## src/rtl/sonar_seq_pkg.sv

```systemverilog
// rtl/sonar_seq_pkg.sv - shared widths, timeout default and state encoding for the chirp burst sequencer
package sonar_seq_pkg;

    localparam int CNT_W_DEF      = 32;
    localparam int NP_W_DEF       = 16;
    localparam int TX_TIMEOUT_DEF = 1024;

    typedef enum logic [2:0] {
        S_IDLE,
        S_ARM,
        S_TX_WAIT,
        S_TX,
        S_GUARD,
        S_LISTEN,
        S_PRI_WAIT
    } state_t;

endpackage

```

## src/rtl/cycle_timer.sv

```systemverilog
// rtl/cycle_timer.sv - loadable down-counter that saturates at zero and flags expiry
module cycle_timer #(
    parameter int W = 32
) (
    input  logic         clk,
    input  logic         rstn,
    input  logic         load,
    input  logic [W-1:0] load_val,
    output logic         expired
);

    logic [W-1:0] count_q;
    logic [W-1:0] count_d;

    always_comb begin
        count_d = count_q;
        if (load) begin
            count_d = load_val;
        end else if (count_q != '0) begin
            count_d = count_q - W'(1);
        end
    end

    always_ff @(posedge clk or negedge rstn) begin
        if (!rstn) begin
            count_q <= '0;
        end else begin
            count_q <= count_d;
        end
    end

    assign expired = (count_q == '0);

endmodule

```

## src/rtl/chirp_burst_sequencer.sv

```systemverilog
// rtl/chirp_burst_sequencer.sv - fires a burst of chirps at a fixed PRI with guard and receive windows per pulse
module chirp_burst_sequencer
    import sonar_seq_pkg::*;
#(
    parameter int CNT_W      = CNT_W_DEF,
    parameter int NP_W       = NP_W_DEF,
    parameter int TX_TIMEOUT = TX_TIMEOUT_DEF
) (
    input  logic             clk,
    input  logic             rstn,
    input  logic             start,
    input  logic             abort,
    input  logic [NP_W-1:0]  num_pulses,
    input  logic [CNT_W-1:0] step_delay,
    input  logic [CNT_W-1:0] guard_cycles,
    input  logic [CNT_W-1:0] listen_cycles,
    input  logic [CNT_W-1:0] pri_cycles,
    input  logic             chirp_valid,
    output logic             gen,
    output logic [CNT_W-1:0] gen_delay,
    output logic             tx_active,
    output logic             rx_gate,
    output logic [NP_W-1:0]  pulse_idx,
    output logic             busy,
    output logic             done,
    output logic             err_timeout
);

    state_t           state_q, state_d;
    logic [NP_W-1:0]  np_q, np_d, idx_q, idx_d;
    logic [CNT_W-1:0] delay_q, delay_d, guard_q, guard_d, listen_q, listen_d, pri_q, pri_d;
    logic             gen_q, gen_d, tx_q, tx_d, rx_q, rx_d;
    logic             busy_q, busy_d, done_q, done_d, err_q, err_d;
    logic             pri_load, win_load, pri_exp, win_exp;
    logic [CNT_W-1:0] pri_val, win_val;
    logic             last_pulse;

    function automatic logic [CNT_W-1:0] sat_sub(input logic [CNT_W-1:0] v, input logic [CNT_W-1:0] k);
        return (v > k) ? v - k : '0;
    endfunction

    // Two cycles of the interval are spent in PRI_WAIT->ARM->gen, so the timer is preloaded short by 2.
    cycle_timer #(.W(CNT_W)) u_pri_timer (
        .clk(clk), .rstn(rstn), .load(pri_load), .load_val(pri_val), .expired(pri_exp)
    );

    // Shared between the TX timeout and the guard/listen windows; they never overlap.
    cycle_timer #(.W(CNT_W)) u_win_timer (
        .clk(clk), .rstn(rstn), .load(win_load), .load_val(win_val), .expired(win_exp)
    );

    assign last_pulse = (idx_q == np_q - NP_W'(1));

    always_ff @(posedge clk or negedge rstn) begin
        if (!rstn) begin
            state_q  <= S_IDLE;
            np_q     <= '0;
            idx_q    <= '0;
            delay_q  <= '0;
            guard_q  <= '0;
            listen_q <= '0;
            pri_q    <= '0;
            gen_q    <= 1'b0;
            tx_q     <= 1'b0;
            rx_q     <= 1'b0;
            busy_q   <= 1'b0;
            done_q   <= 1'b0;
            err_q    <= 1'b0;
        end else begin
            state_q  <= state_d;
            np_q     <= np_d;
            idx_q    <= idx_d;
            delay_q  <= delay_d;
            guard_q  <= guard_d;
            listen_q <= listen_d;
            pri_q    <= pri_d;
            gen_q    <= gen_d;
            tx_q     <= tx_d;
            rx_q     <= rx_d;
            busy_q   <= busy_d;
            done_q   <= done_d;
            err_q    <= err_d;
        end
    end

    always_comb begin
        state_d  = state_q;
        pri_load = 1'b0;
        pri_val  = sat_sub(pri_q, CNT_W'(2));
        win_load = 1'b0;
        win_val  = '0;
        case (state_q)
            S_IDLE: if (start) state_d = S_ARM;
            S_ARM: begin
                if (np_q == '0) begin
                    state_d = S_IDLE;
                end else begin
                    state_d  = S_TX_WAIT;
                    pri_load = 1'b1;
                    win_load = 1'b1;
                    win_val  = CNT_W'(TX_TIMEOUT - 1);
                end
            end
            S_TX_WAIT: begin
                if (chirp_valid)  state_d = S_TX;
                else if (win_exp) state_d = S_IDLE;
            end
            S_TX: begin
                if (!chirp_valid) begin
                    if (guard_q != '0) begin
                        state_d  = S_GUARD;
                        win_load = 1'b1;
                        win_val  = sat_sub(guard_q, CNT_W'(1));
                    end else if (listen_q != '0) begin
                        state_d  = S_LISTEN;
                        win_load = 1'b1;
                        win_val  = sat_sub(listen_q, CNT_W'(1));
                    end else begin
                        state_d = S_PRI_WAIT;
                    end
                end
            end
            S_GUARD: begin
                if (win_exp) begin
                    if (listen_q != '0) begin
                        state_d  = S_LISTEN;
                        win_load = 1'b1;
                        win_val  = sat_sub(listen_q, CNT_W'(1));
                    end else begin
                        state_d = S_PRI_WAIT;
                    end
                end
            end
            S_LISTEN: if (win_exp) state_d = S_PRI_WAIT;
            S_PRI_WAIT: begin
                if (last_pulse)   state_d = S_IDLE;
                else if (pri_exp) state_d = S_ARM;
            end
            default: state_d = S_IDLE;
        endcase
        if (abort && state_q != S_IDLE) state_d = S_IDLE;
    end

    // Outputs are registered from the next state so every port comes straight from a flop.
    always_comb begin
        np_d     = np_q;
        idx_d    = idx_q;
        delay_d  = delay_q;
        guard_d  = guard_q;
        listen_d = listen_q;
        pri_d    = pri_q;
        err_d    = err_q;
        if (state_q == S_IDLE && start) begin
            np_d     = num_pulses;
            delay_d  = step_delay;
            guard_d  = guard_cycles;
            listen_d = listen_cycles;
            pri_d    = pri_cycles;
            idx_d    = '0;
            err_d    = 1'b0;
        end
        if (state_q == S_PRI_WAIT && state_d == S_ARM) idx_d = idx_q + NP_W'(1);
        if (state_q == S_TX_WAIT && state_d == S_IDLE && !abort) err_d = 1'b1;
        gen_d  = (state_q == S_ARM) && (state_d == S_TX_WAIT);
        tx_d   = (state_d == S_TX_WAIT) || (state_d == S_TX);
        rx_d   = (state_d == S_LISTEN);
        busy_d = (state_d != S_IDLE);
        done_d = !abort && (((state_q == S_ARM) && (np_q == '0)) ||
                            ((state_q == S_PRI_WAIT) && last_pulse));
    end

    assign gen         = gen_q;
    assign gen_delay   = delay_q;
    assign tx_active   = tx_q;
    assign rx_gate     = rx_q;
    assign pulse_idx   = idx_q;
    assign busy        = busy_q;
    assign done        = done_q;
    assign err_timeout = err_q;

endmodule

```

## config.mk

```make
export PLATFORM = sky130hd
export DESIGN_NAME = chirp_burst_sequencer
export DESIGN_NICKNAME = d
export VERILOG_FILES = /design/src/rtl/sonar_seq_pkg.sv /design/src/rtl/cycle_timer.sv /design/src/rtl/chirp_burst_sequencer.sv
export SDC_FILE = /design/constraint.sdc
export NUM_CORES = 1
export LEC_CHECK = 0
export CORE_MARGIN = 5
export CORE_UTILIZATION = 40
export CTS_CLUSTER_DIAMETER = 200
export DETAILED_ROUTE_END_ITERATION = 8
export GPL_ROUTABILITY_DRIVEN = 0
export HOLD_SLACK_MARGIN = 0.03
export PLACE_DENSITY_LB_ADDON = 0.05
export SYNTH_ARGS = -nofsm -noshare
export SYNTH_HDL_FRONTEND = slang
export SYNTH_HIERARCHICAL = 1
export SYNTH_SLANG_ARGS = --single-unit
```

## constraint.sdc

```tcl
create_clock -name clk -period 6.9 [get_ports clk]
set_clock_uncertainty 0.2 [all_clocks]
set_input_delay 1.38 -clock clk [delete_from_list [all_inputs] [get_ports clk]]
set_output_delay 1.38 -clock clk [all_outputs]
set_load 0.1 [all_outputs]
```

Word level (Yosys, flattened, before mapping)
Cells that the tools add are included.
- register bits: 233
- input port bits: 149
- word-level logic and storage cells: 100
- $add $sub $neg: 7
- magnitude comparators: 3
- equality and inequality tests: 11
- multiplexer cells: 37
- reduce and logical (&&, ||, !) cells: 27
- operators by type and width (operator ; count):
    32-bit two-way mux ; 11
    32-bit nonzero test ; 4
    32-bit by 1-bit subtractor with 32-bit output (second input constant) ; 4
    32-bit case mux with 3 select lines ; 1
    32-bit by 1-bit > comparator with 1-bit output (second input constant) ; 2
    32-bit logical NOT ; 2
    32-bit by 2-bit > comparator with 1-bit output (second input constant) ; 1
    16-bit two-way mux ; 2
    32-bit by 2-bit subtractor with 32-bit output (second input constant) ; 1
    3-bit two-way mux ; 9
    3-bit case mux with 7 select lines ; 1
    16-bit by 1-bit adder with 16-bit output (second input constant) ; 1
    16-bit equality test ; 1
    16-bit logical NOT ; 1
    16-bit by 1-bit subtractor with 16-bit output (second input constant) ; 1
    3-bit by 2-bit equality test with 1-bit output (second input constant) ; 4
    3-bit equality test (second input constant) ; 4
    10-bit two-way mux ; 1
    1-bit logical AND ; 9
    1-bit two-way mux ; 8
    2-bit nonzero test ; 4
    3-bit by 1-bit equality test with 1-bit output (second input constant) ; 2
    3-bit logical NOT ; 2
    2-bit two-way mux ; 3
    4 further kinds ; 6

Longest topological paths before layout
Gate-level depths: netlist (run 1).
- depth in word-level cells: 10
- depth in mapped cells: 15
- depth with buffers taken out: 13

Cells and area by module
Netlist (run 1), hierarchy kept.
- modules (own cells, without submodules) (module ; times used ; cells each ; area each (um^2) ; sequential area each (um^2)):
    chirp_burst_sequencer ; 1 ; 1194 ; 9613.0 ; 4229.1
    cycle_timer ; 2 ; 220 ; 1995.7 ; 800.8

Least setup slack after synthesis (run 1)
No wires, ideal clock.
- path kind: register to register
- from: register listen_q[18]
- to: register u_win_timer.count_q[16]
- setup time: 95 ps
- arrival time: 3140 ps
- data required time: 6605 ps
- setup slack: 3464 ps
- stages on the path, launching flop included: 13
- path buffers: 2
- clock period less this slack: 3436 ps
- cells stage by stage: dfrtp_1 or4_4 or3_1 buf_2 or3_4 or2_4 a21oi_1 o21ai_1 buf_6 clkinv_1 o41ai_1 or3_1 o31ai_1
- elaborated cells on any way between the ends: 15
- classes of those cells: order compare: 1; mux: 12; reduce/logical: 2
- RTL lines (item ; RTL line ; text):
    start: declaration ; chirp_burst_sequencer.sv:31 ; logic [CNT_W-1:0] delay_q, delay_d, guard_q, guard_d, listen_q, listen_d, pri_q, pri_d;
    start signal: assignment ; chirp_burst_sequencer.sv:75 ; listen_q <= listen_d;
    32-bit nonzero test (*) ; chirp_burst_sequencer.sv:114, chirp_burst_sequencer.sv:125 ;
    1-bit two-way mux (*) ; chirp_burst_sequencer.sv:114, chirp_burst_sequencer.sv:125 ;
    1-bit two-way mux ; chirp_burst_sequencer.sv:110 ; if (guard_q != '0) begin
    1-bit two-way mux ; chirp_burst_sequencer.sv:109 ; if (!chirp_valid) begin
    1-bit case mux with 3 select lines (*) ; chirp_burst_sequencer.sv:92 ; case (state_q)
    net win_load ; chirp_burst_sequencer.sv:34 ; logic pri_load, win_load, pri_exp, win_exp;
    32-bit two-way mux or 2-bit nonzero test (tied branches) ; n/a ;
    end signal: assignment ; cycle_timer.sv:28 ; count_q <= count_d;
    end: declaration ; cycle_timer.sv:12 ; logic [W-1:0] count_q;
Mark *: on every way through the listed nets, which the timed path passes. The rest lies on a longest branch.
A chain may end at the register's enable or synchronous reset.

Worst setup path in the final report (run 1)
- from: register u_win_timer.count_q[0]
- to: register u_win_timer.count_q[22]
- word-level cells in the longest chain between the ends: 4
- elaborated cells on any way between the ends: 10
- classes of those cells: add/sub: 1; mux: 6; reduce/logical: 3
- ends and longest elaborated chain (item ; RTL line ; text):
    32-bit logical NOT (*) ; cycle_timer.sv:32 ; assign expired = (count_q == '0);
    net win_exp ; chirp_burst_sequencer.sv:34 ;
    1-bit two-way mux (*) ; chirp_burst_sequencer.sv:124 ; if (win_exp) begin
    1-bit case mux with 3 select lines (*) ; chirp_burst_sequencer.sv:92 ;
    net win_load ; chirp_burst_sequencer.sv:34 ;
    32-bit two-way mux or 2-bit nonzero test (tied branches) ; n/a ;
Mark *: on every way through the listed nets, which the timed path passes. The rest lies on a longest branch. The select of a mux whose other input is x is not followed.

==> impl_metrics.toml, run 1 <==
[cts]
cts_root_buffer = "clkbuf_16"
cts.sinks = 233
clkTransAtPathRegs_ps = 60
cts.repair.resized = 0
cts_tree = "done"
cts_hold_buf = 0
cts_inserted_buffers = 28
cts_max_path_buffers = 3
clk_latency_ps = 560
postCtsSetupBuffers = 0
htree_levels = 1

[critical_path]
crit_path_max_fanout = 52
critPathArrivalTime_ps = 4350
crit_required_ps = 7120
worstReg2RegStart = "u_win_timer/count_q[0]$_DFFE_PN0P_"
critPathBufInv = 4
timing.rr.end = "u_win_timer/count_q[22]$_DFFE_PN0P_"
critPathMostFrequentCell = "inv_1"
path_cells = "inv_1 > ha_1 > nor4b_1 > and4_1 > nand4_1 > inv_1 > and3_1 > a21oi_1 > o21ai_4 > buf_4 > clkinv_1 > o41ai_1 > nand2b_1 > o221ai_1"
critical_path_class = "flop to flop"
crit_family = "simple AND/OR/NAND/NOR gates"
r2r_slack_ps = 2770
cp-end-kind = "flop"
ff2ff_path_depth = 14
slowest_stage = "buf_4"
cp-startpoint = "u_win_timer/count_q[0]$_DFFE_PN0P_"
crit_path_max_incr_delay_ps = 470
startpoint_type = "flop"

[cells_and_area]
fill_cells = 3289
drive_gt1_share_pct = 5.740
nets = 1953
final-seq-area_um2 = 5831
area_growth_pct = 23.36
utilization_pct = 50.05
multi_input_area_um2 = 7272
antenna_cells = 0

[drt]
first_pass_iters = 5
routed_wl_mm = 40.28
drc = 0
dr.first_iter.drc_count = 740
vias = 12030
drt.antenna.violating_nets = 0
wl_per_cell_um = 17.82
viasPerCell = 5.325

[synthesis]
ys_seq_area_share_pct = 42.86
synth_simple_gate_area_share_pct = 32.32
synthXorXnorAreaFrac_pct = 9.786
synth_seq_cells = 233
synth_cell_type_count = 72
synth_top_family_by_area = "simple AND/OR/NAND/NOR gates"
netlist.area_leader.share_pct = 42.86
synthMuxAreaShare_pct = 0.6898
synth.avg_cell_area_um2 = 8.326
netlist_area_um2 = 13600
synth_compound_area_share_pct = 9.537
synth_fp_nets = 1793
yosys_warnings = 6
synth_area_leaders = "dfrtp_1, nand2_1, xnor2_1"
yosys.area.top_type = "dfrtp_1"
syn_inst = 1634
synthAdderAreaFrac_pct = 0.9197
synth_ff_type = "dfrtp_1"
synth_most_common_cell = "nand2_1"
synth_edf_count = 0
yosys-top-cells-count = "nand2_1, dfrtp_1, xnor2_1"
async_reset_ff_share_pct = 100.0

[power]
power.leakage_nw = 7.075
fin_total_pwr_w = 0.008016
power.density_nw_per_um2 = 477.6
irDropWorstVdd_mv = 0.4127

[placement]
post-dp-hpwl_mm = 29.04
port_buffers = 202

[die]
ios = 203
start_util_pct = 40.57
dieArea_um2 = 37800
rows = 67
die_w_um = 194.4
die_h_um = 194.4
core-area_um2 = 33530

[sta]
rsz0062_at_grt = "false"
tns_ps = 0
finalHoldViolCount = 0
fmax_mhz = 242.0
tightest_slew_ps = 1090
setup_viol = 0
slew_headroom_pct = 27.14
maxSlewViolCount = 0
period_needed_ps = 4133
post-route-period-util_pct = 59.90

[grt]
grt_pass1_vias = 11890
antenna_found_initial = 3
grt.total_usage_pct = 20.82
grt_overflow = 0
grt_pass1_wl_mm = 65.50
grt_max_degree = 104

[flow_run]
maxCapViolations = 0

[worst_hold_path]
holdPathEnd = "gen_delay[19]$_DFFE_PN0P_"
worstHoldStart = "gen_delay[19]$_DFFE_PN0P_"
holdPathStages = 2
hold_class = "flop to flop"

[status]
outcome = "complete, no violations"
logic make-up after synthesis:
kind of cell | count (synthesis)
flops | 233
buf+inv | 111
simple gates | 942
compound gates | 177
mux | 9
fa+ha+maj | 10
xor+xnor | 152
cell type report:
type                       count  area share [%]
inverter                      30          0.6710
multi-input combinational   1290           43.33
tap                          448           3.340
clock buffer                  42           5.092
clock inverter                 6          0.3430
timing repair buffer         211           12.48
sequential                   233           34.74
per-layer routing:
metal | up-vias | global-route usage [%] | routed length, um
li1 | 5914 | - | -
met2 | 291 | 31.19 | 17400
met4 | 6 | 3.464 | 655
met5 | - | 0 | 34
met1 | 5775 | 31.09 | 19670
met3 | 48 | 5.125 | 2522
registers in the layout, indices dropped and copies added (netlist names), 3 cells and up:
register / count
gen_delay: 32
guard_q: 32
listen_q: 32
pri_q: 32
u_pri_timer/count_q: 32
u_win_timer/count_q: 32
np_q: 16
pulse_idx: 16
state_q: 3
stage by stage:
| stage | setup WS, ps | hold WS, ps | cells | instance area (um2) |
|---|---|---|---|---|
| after detailed placement | 2848 | 261.3 | 2212 | 15870 |
| after global routing | 2355 | 306.4 | 2260 | 16780 |
| final | 2767 | 271.0 | 2260 | 16780 |
| after global placement | 2922 | 256.9 | 2212 | 15870 |
| after floorplan | 3464 | 255.5 | 1634 | 13600 |
| after CTS | 2811 | 276.5 | 2260 | 16780 |
worst reg2reg max path, delay by kind of cell (launching register included):
family	cells	cell delay, ps
compound gates	4	530
fa+ha+maj	1	280
buf+inv	4	1260
flops	1	410
simple gates	5	1300
worst max-delay path by stage:
stage / endpoint / cells after the start
after floorplan: u_win_timer/count_q[16]$_DFFE_PN0P_ / 12
after CTS: u_win_timer/count_q[22]$_DFFE_PN0P_ / 14
after global routing: u_win_timer/count_q[13]$_DFFE_PN0P_ / 13
final: u_win_timer/count_q[22]$_DFFE_PN0P_ / 14
after global placement: u_win_timer/count_q[16]$_DFFE_PN0P_ / 11
after detailed placement: u_win_timer/count_q[22]$_DFFE_PN0P_ / 14
where the power goes:
group	switching (W)	internal, W	leakage [nW]
Combinational	0.00253	0.00134	3.67
Clock	0.000591	0.000882	0.451
Sequential	0.000707	0.00196	2.95
Total	0.00383	0.00419	7.08
placed cells by master, fill, tap and decap left out, types with 28 or more instances in the layout:
cell,instances
xor2_1,42
clkbuf_16,29
nor2_1,106
clkdlybuf4s50_1,201
nor3_1,71
nand2_1,534
nor4_1,45
xnor2_1,110
o21ai_0,35
nand3_1,28
dfrtp_1,233
inv_1,28
No activity file was read; power rests on OpenSTA's default activity.
==> run 2: changes to the inputs <==
Clock period 6.9 ns to 4.05 ns, I/O delays scaled along.
==> impl_metrics.toml, run 2 (synthesis results as in run 1) <==
[status]
outcome = "complete, no violations"

[cells_and_area]
drive_gt1_share_pct = 6.975
layout_common_cells = "nand2_1, dfrtp_1, clkdlybuf4s50_1"
nets = 1972
final_common_cell = "nand2_1"
area_growth_pct = 25.60
finish.instance_area_um2 = 17090

[critical_path]
cp-end-kind = "flop"
crit_required_ps = 4300
crit_family = "simple AND/OR/NAND/NOR gates"
crit_path_max_fanout = 6
crit_path_max_incr_delay_ps = 590
critPathBufInv = 1
slowest_stage = "or4_4"
critical_path_class = "flop to flop"
path_cells = "or4_4 > or3_1 > or3_4 > or2_4 > a21oi_1 > o21ai_4 > clkinv_1 > o41ai_1 > or3_1 > o31ai_1"
critPathMostFrequentCell = "or3_1"
critPathArrivalTime_ps = 3800
startpoint_type = "flop"

[cts]
cts.sinks = 233
cts_max_path_buffers = 3
clk_latency_ps = 560
htree_levels = 1
postCtsSetupBuffers = 0
cts_hold_buf = 0
cts_inserted_buffers = 28
cts_root_buffer = "clkbuf_16"
cts.repair.resized = 0
cts_tree = "done"
clkTransAtPathRegs_ps = 60

[die]
die_h_um = 194.4
die_w_um = 194.4
core-area_um2 = 33530
start_util_pct = 40.57
rows = 67
ios = 203
dieArea_um2 = 37800

[power]
power.density_nw_per_um2 = 819.2
irDropWorstVdd_mv = 0.5844
fin_total_pwr_w = 0.01400
power.leakage_nw = 7.209

[drt]
viasPerCell = 5.351
dr_wl_met3_mm = 2.590
dr.first_iter.drc_count = 604
dr_wl_met2_mm = 17.15
met1_length_mm = 19.23
dr.max_layer_used = "met5"
drt.antenna.violating_nets = 0
vias = 12220
first_pass_iters = 5
wl_per_cell_um = 17.47
routed_wl_mm = 39.90
drc = 0

[sta]
worst_hold_slack_ps = 88.09
setup_viol = 0
maxSlewViolCount = 0
tightest_slew_ps = 1039
fmax_mhz = 281.5
finalHoldViolCount = 0
post-route-period-util_pct = 87.71
rsz0062_at_grt = "false"
tns_ps = 0
period_needed_ps = 3552
slew_headroom_pct = 30.50

[grt]
grt_pass1_vias = 12190
grt_overflow = 0
antenna_found_initial = 5
grt_pass1_wl_mm = 66.05
grt.total_usage_pct = 20.82
grt_max_degree = 138

[flow_run]
maxCapViolations = 0

[worst_hold_path]
hold_class = "input port to async pin"

[placement]
post-dp-hpwl_mm = 28.87
port_buffers = 202
placed_area_um2 = 16100
run 2: cell count changes in the layout (fill, tap and decap cells not counted):
| cell | before | now |
|---|---|---|
| buf_4 | 9 | 21 |
| clkinv_4 | 0 | 1 |
| bufinv_16 | 1 | 4 |
| diode_2 | 0 | 1 |
| buf_12 | 0 | 7 |
| clkbuf_1 | 5 | 4 |
| clkbuf_8 | 8 | 3 |
| clkinvlp_4 | 1 | 7 |
run 2: metrics by stage:
step                      setup slack (ps)  std cells  utilization (%)
after floorplan                      614.4       1634                -
after global placement               557.7       2231            48.01
after detailed placement             525.1       2231            48.01
after CTS                            507.5       2283            50.95
after global routing                 322.5       2284            50.96
final                                497.9       2284            50.96
run 2: layout make-up:
cell class	count	area, um2
inverter	30	112.6
multi-input combinational	1290	7272
timing repair buffer	230	2325
clock buffer	36	782.0
clock inverter	16	201.4
sequential	233	5831
tap	448	560.5
fill	3272	16450
antenna	1	2.502
run 2: final timing paths:
| path | from | to | slack, ps | cells past startpoint |
|---|---|---|---|---|
| min reg2reg | gen_delay[30]$_DFFE_PN0P_ | gen_delay[30]$_DFFE_PN0P_ | 270 | 2 |
| max reg2reg | listen_q[18]$_DFFE_PN0P_ | u_win_timer/count_q[16]$_DFFE_PN0P_ | 500 | 10 |
| max | listen_q[18]$_DFFE_PN0P_ | u_win_timer/count_q[16]$_DFFE_PN0P_ | 500 | 10 |
| max in group asynchronous | rstn | u_pri_timer/count_q[18]$_DFFE_PN0P_ | 2720 | 2 |
| min in group clk | gen_delay[30]$_DFFE_PN0P_ | gen_delay[30]$_DFFE_PN0P_ | 270 | 2 |
| min | rstn | pri_q[20]$_DFFE_PN0P_ | 90 | 1 |
run 2: metal layers:
metal  vias to the layer above  global-route usage [%]
met5                         -                       0
met1                      5899                   30.70
li1                       5967                       -
met4                         8                   4.557
met3                        57                   5.159
met2                       290                   31.13
run 2: power breakdown:
group          switching [W]  leakage (nW)  internal, W
sequential           0.00120          2.95      0.00334
clock                0.00105         0.461      0.00162
combinational        0.00439          3.79      0.00240
total                0.00663          7.21      0.00736
run 2: worst reg2reg max path, delay by kind of cell, from the launching register on:
kind            cells  cell delay [ps]
compound gates      4              630
buf+inv             1               90
simple gates        5             2120
flops               1              440
